[config.mk]
export PLATFORM = sky130hd
export DESIGN_NAME = divider_n
export DESIGN_NICKNAME = d
export VERILOG_FILES = /design/src/rtl/divider_n.sv
export SDC_FILE = /design/constraint.sdc
export NUM_CORES = 1
export LEC_CHECK = 0
export BUFFER_PORTS_ARGS = -buffer_cell sky130_fd_sc_hd__clkbuf_2
export CELL_PAD_IN_SITES_DETAIL_PLACEMENT = 1
export CELL_PAD_IN_SITES_GLOBAL_PLACEMENT = 1
export CORE_AREA = 4 4 50 52
export CTS_CLUSTER_DIAMETER = 30
export CTS_CLUSTER_SIZE = 30
export DETAILED_ROUTE_END_ITERATION = 8
export DIE_AREA = 0 0 54 56
export PLACE_DENSITY_LB_ADDON = 0.1
export SKIP_LAST_GASP = 1
export SLEW_MARGIN = 30
export SYNTH_ARGS = -nofsm -noshare
export SYNTH_HDL_FRONTEND = slang
export SYNTH_SLANG_ARGS = --single-unit
[constraint.sdc]
create_clock -name clk -period 2.5 [get_ports clk]
set_input_delay 0.25 -clock clk [delete_from_list [all_inputs] [get_ports clk]]
set_output_delay 0.25 -clock clk [all_outputs]
set_load 0.005 [all_outputs]
[src/rtl/divider_n.sv]
// Unsigned restoring divider, one quotient bit per cycle MSB first; result N cycles after accept (zero divisor: next cycle).
// Accepts only in IDLE; the result is held in DONE until out_ready, so the producer stalls on in_ready.
module divider_n #(
  parameter int N = 2
) (
  input  logic         clk,
  input  logic         rst_n,
  input  logic         in_valid,
  output logic         in_ready,
  input  logic [N-1:0] dividend,
  input  logic [N-1:0] divisor,
  output logic         out_valid,
  input  logic         out_ready,
  output logic [N-1:0] quotient,
  output logic [N-1:0] remainder,
  output logic         div_by_zero
);

  localparam int CW = (N > 2) ? $clog2(N) : 1;

  typedef enum logic [1:0] {IDLE, BUSY, DONE} state_t;

  state_t        state, state_nxt;
  logic [CW-1:0] cnt;
  logic [N-1:0]  partial;
  logic [N-1:0]  dvd;
  logic [N-1:0]  dvs;
  logic [N:0]    shifted;
  logic [N+1:0]  sum;
  logic          carry;
  logic          last;
  logic [N-1:0]  partial_nxt;
  logic [N-1:0]  dvd_nxt;
  logic          unused_sum;

  // Trial subtract as partial + ~divisor + 1; carry-out set means no borrow.
  // A successful trial is always below the divisor, so sum[N] is zero there.
  always_comb begin
    shifted     = {partial, dvd[N-1]};
    sum         = {1'b0, shifted} + {1'b0, ~{1'b0, dvs}} + (N+2)'(1);
    carry       = sum[N+1];
    partial_nxt = carry ? sum[N-1:0] : shifted[N-1:0];
    dvd_nxt     = {dvd[N-2:0], carry};
    last        = (cnt == CW'(N - 1));
  end

  assign unused_sum = sum[N];

  always_comb begin
    state_nxt = state;
    case (state)
      IDLE: if (in_valid) state_nxt = (divisor == '0) ? DONE : BUSY;
      BUSY: if (last) state_nxt = DONE;
      DONE: if (out_ready) state_nxt = IDLE;
      default: state_nxt = IDLE;
    endcase
  end

  always_ff @(posedge clk or negedge rst_n) begin
    if (!rst_n) state <= IDLE;
    else        state <= state_nxt;
  end

  // The dividend register doubles as the quotient accumulator.
  always_ff @(posedge clk or negedge rst_n) begin
    if (!rst_n) begin
      cnt         <= '0;
      partial     <= '0;
      dvd         <= '0;
      dvs         <= '0;
      quotient    <= '0;
      remainder   <= '0;
      div_by_zero <= 1'b0;
    end else begin
      case (state)
        IDLE: begin
          if (in_valid) begin
            dvd     <= dividend;
            dvs     <= divisor;
            partial <= '0;
            cnt     <= '0;
            if (divisor == '0) begin
              quotient    <= '1;
              remainder   <= dividend;
              div_by_zero <= 1'b1;
            end
          end
        end
        BUSY: begin
          partial <= partial_nxt;
          dvd     <= dvd_nxt;
          cnt     <= cnt + CW'(1);
          if (last) begin
            quotient    <= dvd_nxt;
            remainder   <= partial_nxt;
            div_by_zero <= 1'b0;
          end
        end
        default: ;
      endcase
    end
  end

  assign in_ready  = (state == IDLE);
  assign out_valid = (state == DONE);

endmodule

# [Yosys cells after proc, flatten, opt, wreduce, memory -nomap -nowiden]
# Cells that the tools add are included.
[totals] ff_bits=14 input_bits=8
[classes] n_addsub=3 eq_ne=6 muxes=24 bitwise=1 reduce_logical=7
[op_table] op="2-bit 2-to-1 mux" n=13
[op_table] op="2-bit one-hot mux with 2 select lines" n=4
[op_table] op="2-bit one-hot mux with 3 select lines" n=1
[op_table] op="3-bit by 3-bit adder with 4-bit output" n=1
[op_table] op="4-bit by 1-bit adder with 4-bit output (second input constant)" n=1
[op_table] op="2-bit zero test" n=2
[op_table] op="1-bit 2-to-1 mux" n=4
[op_table] op="2-bit by 1-bit != test with 1-bit output (second input constant)" n=2
[op_table] op="2-bit != test (second input constant)" n=2
[op_table] op="1-bit one-hot mux with 2 select lines" n=2
[op_table] op="2-bit AND reduction" n=2
[op_table] op="4-bit AND reduction" n=1
[op_table] op="2-bit NOT with 3-bit output" n=1
[op_table] op="3-bit AND reduction" n=1
[op_table] op="2-bit by 1-bit equality test with 1-bit output (second input constant)" n=1
[op_table] op="2-bit equality test (second input constant)" n=1
[op_table] op="2-bit nonzero test" n=1
[op_table] op="1-bit adder (second input constant)" n=1

# [Logic depth before layout (Yosys ltp)]
[logic_depth] word_depth=6 mapped_depth=6

# [Worst setup path after synthesis]
# OpenSTA, ideal clock, no wires.
[synth_timing] path_kind="register to register" from="register state[0]" to="register remainder[1]" setup_time_ps=119 arrival_time_ps=1367 path_slack_ps=1014 path_stages_with_launch=5 n_path_buf=0 period_less_slack_ps=1486 cell_sequence="dfrtp_1 > or4b_4 > a21oi_4 > o311ai_1 > o21a_1"
[synth_between] elab_chain_len=3 elab_cells_between_ends=8 classes_between="4 x eq/ne; 1 x mux; 3 x reduce/logical"
[synth_rtl] item="start, declared" line_no="23" source="state_t state, state_nxt;"
[synth_rtl] item="start signal, assigned" line_no="61" source="else state <= state_nxt;"
[synth_rtl] item="2-bit by 1-bit equality test with 1-bit output / 2-bit zero test (equally long branches)" line_no="75" source="case (state)"
[synth_rtl] item="2-bit != test (no line) (tied with other cells)"
[synth_rtl] item="4-bit AND reduction (no line)"
[synth_rtl] item="end signal, assigned" line_no="84" source="remainder <= dividend;"
[synth_rtl] item="end signal, assigned" line_no="95" source="remainder <= partial_nxt;"
[synth_rtl] item="end, declared" line_no="15" source="output logic [N-1:0] remainder,"
# Parallel ways exist; a longest one is shown, timed or not.
# A chain may end at the register's enable or synchronous reset.

# [Final worst setup path]
# Ends and elaborated chain as after synthesis.

==> reports/results.ini <==
[floorplanning]
dieArea_um2 = 3024
num_rows = 17
die_x_um = 54
start_util_pct = 33.27
die_h_um = 56
fp.coreArea_um2 = 2106
io_pins = 15

[critical_path]
cp-end-kind = register
reg2reg_from = state[0]
crit_fanout = 13
startpoint_type = register
crit_start = state[0]
cp_data_arrival_time_ps = 1910
worst-endpoint-required_ps = 2670
crit_type = reg2reg

[clock_network]
cts_buffers = 3
htree_levels = 1
cts_hold_buf = 1
clk_latency_ps = 280
clock_sinks = 14
cts_tree = yes
path_clk_slew_ps = 90
clockBufferDepth = 2
cts_root_buf = clkbuf_4
cts_resized = 0
post_cts_buffers = 0

[global_routing]
antenna_found_initial = 0
busiest_layer = met1
grt_first_pass_wirelength_um = 2718
gr-total-overflow = 0
grt_use_total_pct = 12.38
grt_max_degree = 15
grt_pass1_vias = 596
gr-usage-met2_pct = 17.30
grt_util_met1_pct = 17.61
met3_usage_pct = 2.413

[worst_hold_path]
hold_start = out_ready
hp-class = in2reg

[finish]
drive_above_1_share_pct = 23.60
synthToLayoutAreaGrowth_pct = 20.54
antennaDiodeCount = 0
final_nets = 100
final_cells = 117
fillers = 241

[power]
sw_frac_of_total_pct = 38.15
finalPower_w = 0.0009755
power_frac_clock_pct = 16.5
seq_power_share_pct = 42.9
vdd_drop_max_v = 0.0004369
switchingPower_w = 0.0003721
pwr-share-comb_pct = 40.5
p_int_w = 0.0006033
p_leak_nw = 0.3822
power_density_nw_per_um2 = 1155

[routing]
antenna_left = 0
totalWireLength_um = 1542
drt_iter0_drc = 3
vias = 568
viasPerCell = 4.855
avgRoutedWirePerCell_um = 13.18
drc = 0
first_pass_iters = 2

[sta]
setup-tns-final_ps = 0
finalHoldViolCount = 0
max_slew_margin_pct = 74.26
period_share_pct = 69.34
slew_violations = 0
finalCriticalPeriod_ps = 1734
fmax_ghz = 0.5768
finalSetupViolCount = 0
worstMarginPinSlew_ps = 383.1
fin_skew_ps = 4.502
rsz0062_at_grt = false

[synth]
yosys_register_bits = 14
syn_inst = 72
synthesis.nets = 82
syn_avg_cell_area_um2 = 9.732
netlist_area_um2 = 700.7
yosys_warnings = 0
synth_seq_area_share_pct = 50.00
synth_cell_types = 26

[run_status]
status = completed

[placed_design]
placed_cells = 112
dp_hpwl_um = 1196
numPortBuffers = 14
gp_congestion = 0.7398

[flow_run]
maxCapViolations = 0

==> kinds of logic after synthesis <==
family | count (synthesis) | share of synthesized area [%]
AOI/OAI and AO/OA | 19 | 19.47
adders and majority gates | 2 | 3.571
buffers and inverters | 5 | 2.679
DFF | 14 | 50.00
muxes | 1 | 1.607
and+or+nand+nor | 31 | 22.68
==> path summary, 6_finish.rpt <==
kind / depth (start not counted) / endpoint / slack (ps)
max in group asynchronous: 2 / dvs[0] / 1810
min in group asynchronous: 2 / quotient[0] / 420
hold / removal: 3 / state[1] / 220
hold reg to reg: 1 / remainder[1] / 500
setup / recovery: 4 / remainder[1] / 770
setup reg to reg: 4 / remainder[1] / 770
==> worst max-delay path: stages (launching register included) <==
cell      delay (ps)
dfrtp_1          500
or4b_4           590
a21oi_4          270
o311ai_1         150
o21a_1           120
==> cell type report <==
class                           count  area (µm²)  share of cell area, %
Multi-Input combinational cell     53       331.6                  39.26
Inverter                            3       11.26                  1.333
Clock buffer                        4       36.28                  4.296
Tap cell                           28       35.03                  4.148
Timing Repair Buffer               15       80.08                  9.481
Sequential cell                    14       350.3                  41.48
==> metal layers <==
layer	part of all wire, %	routed length (µm)	vias up
li1	-	-	286
met2	44	674	12
met1	51	788	268
met3	4.2	64	2
met4	0.91	14	0
met5	0	0	-
==> state kept, by name (all words and copies together), names as in the netlist <==
signal and flops:
cnt 1, div_by_zero 1, state 2, dvd 2, remainder 2, partial 2, quotient 2, dvs 2
==> Yosys cell counts <==
cell type,n,area share (%)
inv_1,3,1.6
clkbuf_1,2,1.1
and2_1,1,0.89
mux2_2,1,1.6
nor2_1,7,3.8
nand2_1,9,4.8
a31oi_1,1,0.89
a211oi_1,1,1.1
o21a_1,2,2.1
o31ai_1,1,1.1
o311ai_1,1,1.3
o21ai_0,4,2.9
a22oi_1,1,1.1
dfrtp_1,14,50
a21oi_4,1,2.3
nor2b_1,4,3.6
nor3b_1,1,1.1
ha_1,2,3.6
a21oi_1,3,2.1
or4b_4,1,2.0
nor3_1,3,2.1
a21o_1,1,1.1
nand2b_1,5,4.5
a41oi_1,1,1.3
o21bai_1,1,1.1
o22a_1,1,1.3
==> power groups by stage <==
stage / combinational (W) / sequential, W / clock [W]
floorplan: 0.000308 / 0.000382 / 0
global placement: 0.000399 / 0.000426 / 0
detailed placement: 0.000402 / 0.000427 / 0
CTS: 0.000405 / 0.000422 / 0.000169
global route: 0.000464 / 0.000438 / 0.000184
finish: 0.000395 / 0.000419 / 0.000161
==> cell usage in the layout (no fill, tap or decap) <==
cell           Yosys  final
a21oi_4            1      1
a211oi_1           1      1
clkbuf_4           0      3
nand2b_1           5      5
a21o_1             1      1
a41oi_1            1      1
a21oi_1            3      3
a22oi_1            1      1
nor2b_1            4      4
or4b_4             1      1
o22a_1             1      1
dfrtp_1           14     14
dlygate4sd3_1      0      1
inv_1              3      3
o21a_1             2      2
nor3_1             3      3
o31ai_1            1      1
o21ai_0            4      4
a31oi_1            1      1
clkbuf_8           0      1
clkbuf_2           0     14
nand2_1            9      9
o21bai_1           1      1
mux2_2             1      1
and2_1             1      1
ha_1               2      2
o311ai_1           1      1
nor3b_1            1      1
nor2_1             7      7
==> through the flow <==
| stage | hold slack (ps) | worst slack (ps) | utilization (%) | area [µm²] |
|---|---|---|---|---|
| finish | 217.3 | 766.4 | 40.11 | 844.6 |
| global route | 210.2 | 639.9 | 40.11 | 844.6 |
| CTS | 203.8 | 751.9 | 40.11 | 844.6 |
| detailed placement | 182.7 | 756.2 | 37.91 | 798.3 |
| global placement | 177.2 | 816.1 | 37.91 | 798.3 |
| floorplan | -45.59 | 1014 | - | 700.7 |
Power figures use the tool's default switching activity.
